<file path="config.mk">
export PLATFORM = sky130hd
export DESIGN_NAME = call_attendant_panel
export DESIGN_NICKNAME = d
export VERILOG_FILES = /design/src/rtl/call_attendant_panel_pkg.sv /design/src/rtl/call_attendant_panel_rr_arbiter.sv /design/src/rtl/call_attendant_panel.sv
export SDC_FILE = /design/constraint.sdc
export NUM_CORES = 1
export LEC_CHECK = 0
export BUFFER_PORTS_ARGS = -buffer_cell sky130_fd_sc_hd__buf_4
export CAP_MARGIN = 20
export CORE_ASPECT_RATIO = 0.75
export CORE_MARGIN = 5
export CORE_UTILIZATION = 45
export CTS_BUF_LIST = sky130_fd_sc_hd__clkbuf_16
export DETAILED_ROUTE_END_ITERATION = 12
export PLACE_DENSITY = 0.8
export REMOVE_ABC_BUFFERS = 1
export SYNTH_ARGS = -nofsm -noshare
export SYNTH_HDL_FRONTEND = slang
export SYNTH_SLANG_ARGS = --single-unit
</file>
<file path="constraint.sdc">
create_clock -name clk -period 1.4 [get_ports clk]
set_clock_uncertainty 0.15 [all_clocks]
set_input_delay 0.21 -clock clk [delete_from_list [all_inputs] [get_ports clk]]
set_output_delay 0.21 -clock clk [all_outputs]
set_load 0.1 [all_outputs]
</file>
<file path="src/rtl/call_attendant_panel_pkg.sv">
// Shared definitions for the attendant call panel: FSM state encoding,
// a constant-safe ceiling log2 helper and the default seat-index width.
package call_attendant_panel_pkg;

    typedef enum logic [1:0] {
        ST_IDLE    = 2'd0,
        ST_SERVE   = 2'd1,
        ST_CANCEL  = 2'd2,
        ST_RELEASE = 2'd3
    } panel_state_t;

    // Ceiling log2, never below 1 so a 2-seat panel still gets a 1-bit index
    function automatic int clog2(input int value);
        int result;
        int v;
        result = 0;
        v = value - 1;
        while (v > 0) begin
            result = result + 1;
            v = v >> 1;
        end
        if (result < 1) begin
            result = 1;
        end
        return result;
    endfunction

    localparam int DEFAULT_SEATS  = 4;
    localparam int DEFAULT_SEAT_W = clog2(DEFAULT_SEATS);

endpackage

</file>
<file path="src/rtl/call_attendant_panel_rr_arbiter.sv">
// Combinational round-robin winner search. The search starts one seat
// after the pointer and wraps, so the seat named by the pointer (the one
// served last) has the lowest priority.
module call_rr_arbiter
    import call_attendant_panel_pkg::*;
#(
    parameter  int N_SEATS = DEFAULT_SEATS,
    localparam int SEAT_W  = clog2(N_SEATS)
) (
    input  logic [N_SEATS-1:0] req,
    input  logic [SEAT_W-1:0]  ptr,
    output logic [SEAT_W-1:0]  grant,
    output logic               any_req
);

    int                cand;
    logic [SEAT_W-1:0] cand_idx;

    // Walk the seats from ptr+1 around to ptr and keep the first lit one
    always_comb begin
        grant    = ptr;
        any_req  = 1'b0;
        cand     = 0;
        cand_idx = '0;
        for (int off = 1; off <= N_SEATS; off++) begin
            cand     = (int'(ptr) + off) % N_SEATS;
            cand_idx = SEAT_W'(cand);
            if (!any_req && req[cand_idx]) begin
                grant   = cand_idx;
                any_req = 1'b1;
            end
        end
    end

endmodule

</file>
<file path="src/rtl/call_attendant_panel.sv">
// Attendant-side call panel. Picks one lit seat round-robin, shows it to
// the attendant and, on an ack press, holds that seat's cancel line until
// its light clears (or gives up after CANCEL_MAX cycles and flags stuck).
// Optional feature macro: CALL_TIMEOUT_EN enables the SERVE wait counter
// and the escalate output; without it escalate is tied low.
module call_attendant_panel
    import call_attendant_panel_pkg::*;
#(
    parameter  int N_SEATS    = DEFAULT_SEATS,
    parameter  int CANCEL_MAX = 8,
    parameter  int TIMEOUT    = 64,
    localparam int SEAT_W     = clog2(N_SEATS)
) (
    input  logic               clk,
    input  logic               rst_n,
    input  logic [N_SEATS-1:0] light_state,
    input  logic               ack,
    output logic [N_SEATS-1:0] cancel,
    output logic               seat_valid,
    output logic [SEAT_W-1:0]  seat_idx,
    output logic [SEAT_W:0]    pending,
    output logic               stuck,
    output logic               escalate
);

    localparam int CW = clog2(CANCEL_MAX + 1);

    panel_state_t       state;
    panel_state_t       state_next;

    logic [N_SEATS-1:0] light_q;
    logic               ack_q;
    logic               ack_rise;
    logic [SEAT_W-1:0]  rr_ptr;
    logic [SEAT_W-1:0]  grant;
    logic               any_req;
    logic [CW-1:0]      cancel_cnt;
    logic               cancel_expired;
    logic               seat_lit;
    logic [SEAT_W:0]    lit_count;

    // A held ack button counts as a single press
    assign ack_rise       = ack & ~ack_q;
    assign seat_lit       = light_state[seat_idx];
    assign cancel_expired = (cancel_cnt == CW'(CANCEL_MAX - 1));

    // The arbiter looks at the registered lights, giving two edges from a
    // seat lighting up to it being shown to the attendant
    call_rr_arbiter #(
        .N_SEATS (N_SEATS)
    ) u_arbiter (
        .req     (light_q),
        .ptr     (rr_ptr),
        .grant   (grant),
        .any_req (any_req)
    );

    // Count lit seats for the pending display
    always_comb begin
        lit_count = '0;
        for (int i = 0; i < N_SEATS; i++) begin
            lit_count = lit_count + {{SEAT_W{1'b0}}, light_state[i]};
        end
    end

    // State register
    always_ff @(posedge clk or negedge rst_n) begin
        if (!rst_n) begin
            state <= ST_IDLE;
        end else begin
            state <= state_next;
        end
    end

    // Next-state logic: a self-cancel in SERVE wins over a same-cycle ack
    always_comb begin
        state_next = state;
        case (state)
            ST_IDLE: begin
                if (any_req) begin
                    state_next = ST_SERVE;
                end
            end
            ST_SERVE: begin
                if (!seat_lit) begin
                    state_next = ST_IDLE;
                end else if (ack_rise) begin
                    state_next = ST_CANCEL;
                end
            end
            ST_CANCEL: begin
                if (!seat_lit || cancel_expired) begin
                    state_next = ST_RELEASE;
                end
            end
            ST_RELEASE: begin
                state_next = ST_IDLE;
            end
            default: begin
                state_next = ST_IDLE;
            end
        endcase
    end

    // Datapath registers: input sampling, selected seat, pointer, counters
    always_ff @(posedge clk or negedge rst_n) begin
        if (!rst_n) begin
            light_q    <= '0;
            ack_q      <= 1'b0;
            pending    <= '0;
            seat_idx   <= '0;
            rr_ptr     <= SEAT_W'(N_SEATS - 1);
            cancel_cnt <= '0;
            stuck      <= 1'b0;
        end else begin
            light_q <= light_state;
            ack_q   <= ack;
            pending <= lit_count;
            if (state == ST_IDLE && any_req) begin
                seat_idx <= grant;
            end
            if (state == ST_RELEASE) begin
                rr_ptr <= seat_idx;
            end
            if (state == ST_CANCEL) begin
                cancel_cnt <= cancel_cnt + 1'b1;
            end else begin
                cancel_cnt <= '0;
            end
            if (state == ST_CANCEL && seat_lit && cancel_expired) begin
                stuck <= 1'b1;
            end
        end
    end

`ifdef CALL_TIMEOUT_EN
    localparam int TW = clog2(TIMEOUT + 1);

    logic [TW-1:0] wait_cnt;

    // Saturating count of cycles spent waiting for the attendant in SERVE
    always_ff @(posedge clk or negedge rst_n) begin
        if (!rst_n) begin
            wait_cnt <= '0;
        end else if (state == ST_SERVE) begin
            if (wait_cnt != TW'(TIMEOUT)) begin
                wait_cnt <= wait_cnt + 1'b1;
            end
        end else begin
            wait_cnt <= '0;
        end
    end
`endif

    // Outputs decoded from state so an async reset drops cancel immediately
    always_comb begin
        cancel     = '0;
        seat_valid = (state == ST_SERVE) || (state == ST_CANCEL);
        if (state == ST_CANCEL) begin
            cancel[seat_idx] = 1'b1;
        end
`ifdef CALL_TIMEOUT_EN
        escalate = (state == ST_SERVE) && (wait_cnt >= TW'(TIMEOUT));
`else
        escalate = 1'b0;
`endif
    end

endmodule

</file>
# Word-level counts from Yosys, hierarchy flattened
# Cells that the tools add are included.
# totals
ff_bits	19
in_bits	7
wordCells	73
# op_classes
n_addsub	8
n_lt_le_gt_ge	6
n_eq_ne	7
n_mux	27
bitwise	2
reduce_logical	15
# op_table
op	count
two-way mux 2 bit	8
< comparator 2 x 3 -> 1 bit, second input constant	5
binary-select mux 1 bit (select 2 bit)	5
two-way mux 1 bit	10
two-way mux 4 bit	2
case mux 2 bit (4 select lines)	1
logical AND 1 bit	7
adder 2 x 1 -> 2 bit, second input constant	2
adder 2 bit, second input constant	2
adder 4 x 1 -> 4 bit, second input constant	1
== test 2 bit, second input constant	2
== test 4 x 3 -> 1 bit, second input constant	1
zero test 1 bit	4
!= test 2 bit, second input constant	2
adder 2 x 1 -> 3 bit	1
adder 3 x 1 -> 3 bit	1
!= test 3 bit, second input constant	1
AND reduction 3 bit	1
adder 1 x 1 -> 2 bit	1
demux 1 bit (select 2 bit)	1
== test 2 x 1 -> 1 bit, second input constant	1
>= comparator 2 x 1 -> 1 bit, second input constant	1
zero test 2 bit	1
logical OR 1 bit	2
2 further kinds	2

# Depth between registers and ports, before layout
# logic_depth
depth_word	15
ltp_mapped	5
mapped_depth_nobuf	5

# Cells and area by module
# A second synthesis with hierarchy kept.
# unflattened
cells_unflattened	83
hier_area_um2	948.4
# modules_own_cells
mod	n_inst	cells_per_inst	area_each_um2
call_attendant_panel	1	69	865.8
call_rr_arbiter	1	14	82.6

# Least setup slack after synthesis
# OpenSTA, ideal clock, no wires.
# synth_path
kind	flip-flop to output port
start	register seat_idx[0]
end	output cancel[1]
t_arrival_ns	3.305
t_required_ns	1.040
path_slack_ns	-2.265
path_stages_with_launch	2
n_path_buf	0
path_cell_list	dfrtp_1 > nor3b_1
# synth_via
elab_chain_len	5
elab_cells_between_ends	6
classes_between	order compare: 2; mux: 3; reduce/logical: 1
# synth_lines
item	line	source
start: declaration	call_attendant_panel.sv:20	output logic [SEAT_W-1:0] seat_idx,
start signal: assignment	call_attendant_panel.sv:120	seat_idx <= grant;
< comparator 2 x 3 -> 1 bit (implied by the code) or >= comparator 2 x 1 -> 1 bit (tied branches)	call_attendant_panel.sv:160	cancel[seat_idx] = 1'b1;
logical AND 1 bit (implied by the code)	call_attendant_panel.sv:160	
two-way mux 1 bit (implied by the code)	call_attendant_panel.sv:160	
demux 1 bit (select 2 bit) *	call_attendant_panel.sv:160	
two-way mux 4 bit *	call_attendant_panel.sv:159	if (state == ST_CANCEL) begin
end: declaration	call_attendant_panel.sv:18	output logic [N_SEATS-1:0] cancel,
# Every way passes the cells marked *; elsewhere a longest branch is shown, timed or not.

# Worst setup path in the final report
# layout_path
start	register state[0]
end	output cancel[1]
# layout_via
elab_chain_len	2
# layout_lines
item	line	source
start: declaration	call_attendant_panel.sv:28	panel_state_t state;
start signal: assignment	call_attendant_panel.sv:71	state <= state_next;
== test 2 bit	call_attendant_panel.sv:159	
two-way mux 4 bit	call_attendant_panel.sv:159	
# Every way passes these cells.

==> metrics.json <==
{
  "routing": {
    "dr_total_vias": 783,
    "initialDrtViolationCount": 33,
    "routed_via_density": 5.118,
    "route.final.wire_length_um": 2566,
    "detailedRoute.firstPassIterationCount": 6,
    "avgRoutedWirePerCell_um": 16.77,
    "drc": 0,
    "detail-route-antenna-nets": 0
  },
  "run": {
    "timing.max_cap.violations": 0
  },
  "clock_network": {
    "cts_made_buffers": 3,
    "cts.clk_slew.worst_paths_ps": 50,
    "cts_tree": "yes",
    "cell_at_the_root_of_the_clock_tree": "sky130_fd_sc_hd__clkbuf_16",
    "cts_max_path_buffers": 2,
    "worstSkewPairLatency_ps": 250,
    "cts_htree_levels": 1,
    "cts.sinks": 19
  },
  "critical_path": {
    "critPathMaxFanout": 3,
    "timing.critical_path.from_type": "flop",
    "criticalPathCategory": "reg2out",
    "reg2reg_setup_slack_ps": -210,
    "crit_arrival_ps": 1350,
    "endpoint_kind": "output port",
    "cp.required_ps": 1040
  },
  "pwr": {
    "power.net_switching_uw": 1592,
    "combinational_fraction_of_design_power_pct": 62.6,
    "power.switching_fraction_pct": 43.47,
    "design_power_total_uw": 3662,
    "power_frac_seq_pct": 21.7,
    "worst_ir_drop_vdd_mv": 2.299,
    "leakagePower_uw": 0.0007674,
    "p_per_area_mw_per_mm2": 2233,
    "power.share.clock_pct": 15.7,
    "p_int_uw": 2070
  },
  "placement": {
    "place.detailed.hpwl_um": 1597,
    "dp_cells": 140,
    "buffer_ports.inserted": 17,
    "routability_congestion_estimate_from_global_placement": 0.7762
  },
  "sta": {
    "final_period_minus_worst_setup_slack_ps": 1712,
    "finalWorstSetupSlack_ps": -312.0,
    "clock.fmax_ghz": 0.5841,
    "timing.final.crit_share_pct": 122.3,
    "setup_violations": 11,
    "hold_viol_final": 0,
    "rsz0062_at_grt": "true",
    "maxSlewViolCount": 0,
    "timing.setup.tns_ps": -2053
  },
  "logic_synthesis": {
    "syn_avg_cell_area_um2": 11.66,
    "synth.distinct_cells": 30,
    "post_synth_inst_count": 79,
    "yosys_warnings": 0,
    "syn_area_um2": 920.9,
    "yosys_register_bits": 19,
    "synth_sequential_area_ratio_pct": 51.90
  },
  "final_layout": {
    "stdcell_count": 153,
    "flow.area_growth_from_synthesis_pct": 78.12,
    "num_antenna_cells": 0,
    "final_net_count": 145,
    "drive_gt1_share_pct": 57.36,
    "final_core_utilization_pct": 82.87
  },
  "status": {
    "violations_in_the_final_reports": "negative setup slack",
    "status": "complete, but fails checks"
  },
  "grt": {
    "antenna_violations_before_repair": 0,
    "global_route_wire_length_before_repair_um": 4153,
    "grt_overflow_total": 0,
    "first_global_vias": 878,
    "grt.total_usage_pct": 17.36,
    "maximum_number_of_pins_on_one_net_before_global_route_repair": 20
  },
  "floorplan": {
    "fp-row-count": 14,
    "die-height_um": 49.18,
    "die-width_um": 62.24,
    "ios": 19,
    "design.core.area_mm2": 0.001979,
    "initial_core_util_pct": 46.52,
    "die-area_mm2": 0.003060
  },
  "worst_hold_path": {
    "hp-class": "in2reg"
  }
}
==> repair_timing <==
item | in CTS | in global routing
gates resized for setup | 48 | 8
setup endpoints to repair | 13 | 14
pin swaps | 13 | 3
setup buffers | 4 | 0
hold buffers | 5 | 0
hold endpoints to repair | 23 | 0
==> Yosys cell counts (all sizes together) <==
| library cell | count | area (um2) |
|---|---|---|
| and3 | 1 | 7.510 |
| xor2 | 1 | 8.760 |
| mux2i | 3 | 30.03 |
| and2 | 1 | 6.260 |
| mux4 | 1 | 22.52 |
| a21oi | 2 | 10.01 |
| nand3b | 2 | 15.01 |
| conb | 1 | 3.750 |
| inv | 11 | 41.29 |
| xnor2 | 1 | 8.760 |
| nor3 | 1 | 5.000 |
| nor3b | 1 | 7.510 |
| o21ai | 1 | 5.000 |
| fa | 1 | 20.02 |
| a311oi | 1 | 8.760 |
| o31ai | 1 | 7.510 |
| nor2 | 4 | 15.01 |
| ha | 7 | 87.58 |
| dfstp | 2 | 52.55 |
| nor4 | 1 | 6.260 |
| nand2 | 6 | 22.52 |
| o211ai | 1 | 12.51 |
| mux2 | 3 | 33.78 |
| buf | 1 | 7.510 |
| o221ai | 2 | 17.52 |
| a22oi | 2 | 15.01 |
| dfrtp | 17 | 425.4 |
| nand2b | 2 | 12.51 |
| nand3 | 1 | 5.000 |
==> worst max-delay path, cell delays in order (launching register included) <==
cell	delay, ps
sky130_fd_sc_hd__dfrtp_1	380
sky130_fd_sc_hd__inv_2	80
sky130_fd_sc_hd__ha_4	150
sky130_fd_sc_hd__inv_2	60
sky130_fd_sc_hd__nor3b_2	180
sky130_fd_sc_hd__buf_6	250
==> cell usage in the layout (no fill, tap or decap), types with 2 or more instances in the layout <==
master,count
sky130_fd_sc_hd__inv_1,8
sky130_fd_sc_hd__inv_2,2
sky130_fd_sc_hd__dfstp_2,2
sky130_fd_sc_hd__inv_4,2
sky130_fd_sc_hd__o221ai_1,2
sky130_fd_sc_hd__buf_6,6
sky130_fd_sc_hd__dlygate4sd3_1,5
sky130_fd_sc_hd__nor2_1,3
sky130_fd_sc_hd__mux2_2,2
sky130_fd_sc_hd__nand2_1,5
sky130_fd_sc_hd__dfrtp_1,17
sky130_fd_sc_hd__mux2i_1,3
sky130_fd_sc_hd__buf_4,30
sky130_fd_sc_hd__ha_4,5
sky130_fd_sc_hd__clkbuf_16,3
sky130_fd_sc_hd__nand3b_1,2
sky130_fd_sc_hd__buf_12,6
==> registers in the layout, summed over array words and instances, names as in the netlist, named ones only <==
name,flops
pending,3
light_q,4
rr_ptr,2
stuck,1
cancel_cnt,4
state,1
seat_idx,2
ack_q,1
==> per-layer routing <==
metal  part of all wire, %  global-route usage, %  vias up  wire [um]
met5                     0                      0        -          0
met4                   1.3                  2.527        0         34
met3                   4.8                  6.221        4        123
met2                    49                  30.86       22       1267
met1                    44                  20.38      388       1140
li1                      -                      -      369          -
==> metrics by stage <==
step                      hold WS (ps)  area (um2)  setup slack [ps]
after detailed placement        -53.34        1229            -277.2
after CTS                        20.17        1599            -290.8
after floorplan                 -235.6       913.4             -2265
after global routing             23.83        1640            -383.4
after global placement          -58.91        1229            -221.3
final                            23.60        1640            -312.0
==> area by class of cell <==
class                           instances  area [um2]
Clock buffer                            3       75.07
Sequential cell                        19       478.0
Inverter                               11       46.29
Timing Repair Buffer                   47       462.9
Fill cell                             102       339.1
Multi-Input combinational cell         48       544.3
Tap cell                               24       30.03
Clock inverter                          1       3.754
==> logic make-up after synthesis <==
family | synth area share, %
other cells | 0.4072
compound gates | 8.288
mux | 9.375
fa+ha+maj | 11.68
simple gates | 11.14
buf+inv | 5.299
xor+xnor | 1.903
flops | 51.90
==> worst paths after layout <==
path / start / end / depth (start not counted)
max: state[0]$_DFFE_PN0P_ / cancel[1] / 5
min: light_state[2] / light_q[2]$_DFF_PN0_ / 2
max reg2reg: seat_idx[0]$_DFFE_PN0P_ / state[0]$_DFFE_PN0P_ / 3
min reg2reg: stuck$_DFFE_PN0P_ / stuck$_DFFE_PN0P_ / 2
max in group asynchronous: rst_n / rr_ptr[0]$_DFFE_PN1N_ / 2
min in group asynchronous: rst_n / cancel_cnt[3]$_DFF_PN0_ / 2
==> power by group through the flow <==
stage,clock (uW),sequential (uW),combinational [uW]
6_report,575,796,2290
5_1_grt,614,817,2420
4_1_cts,578,793,2180
3_5_place_dp,0,798,1590
3_3_place_gp,0,789,1550
2_1_floorplan,0,1120,735
No activity file was read; power rests on OpenSTA's default activity.
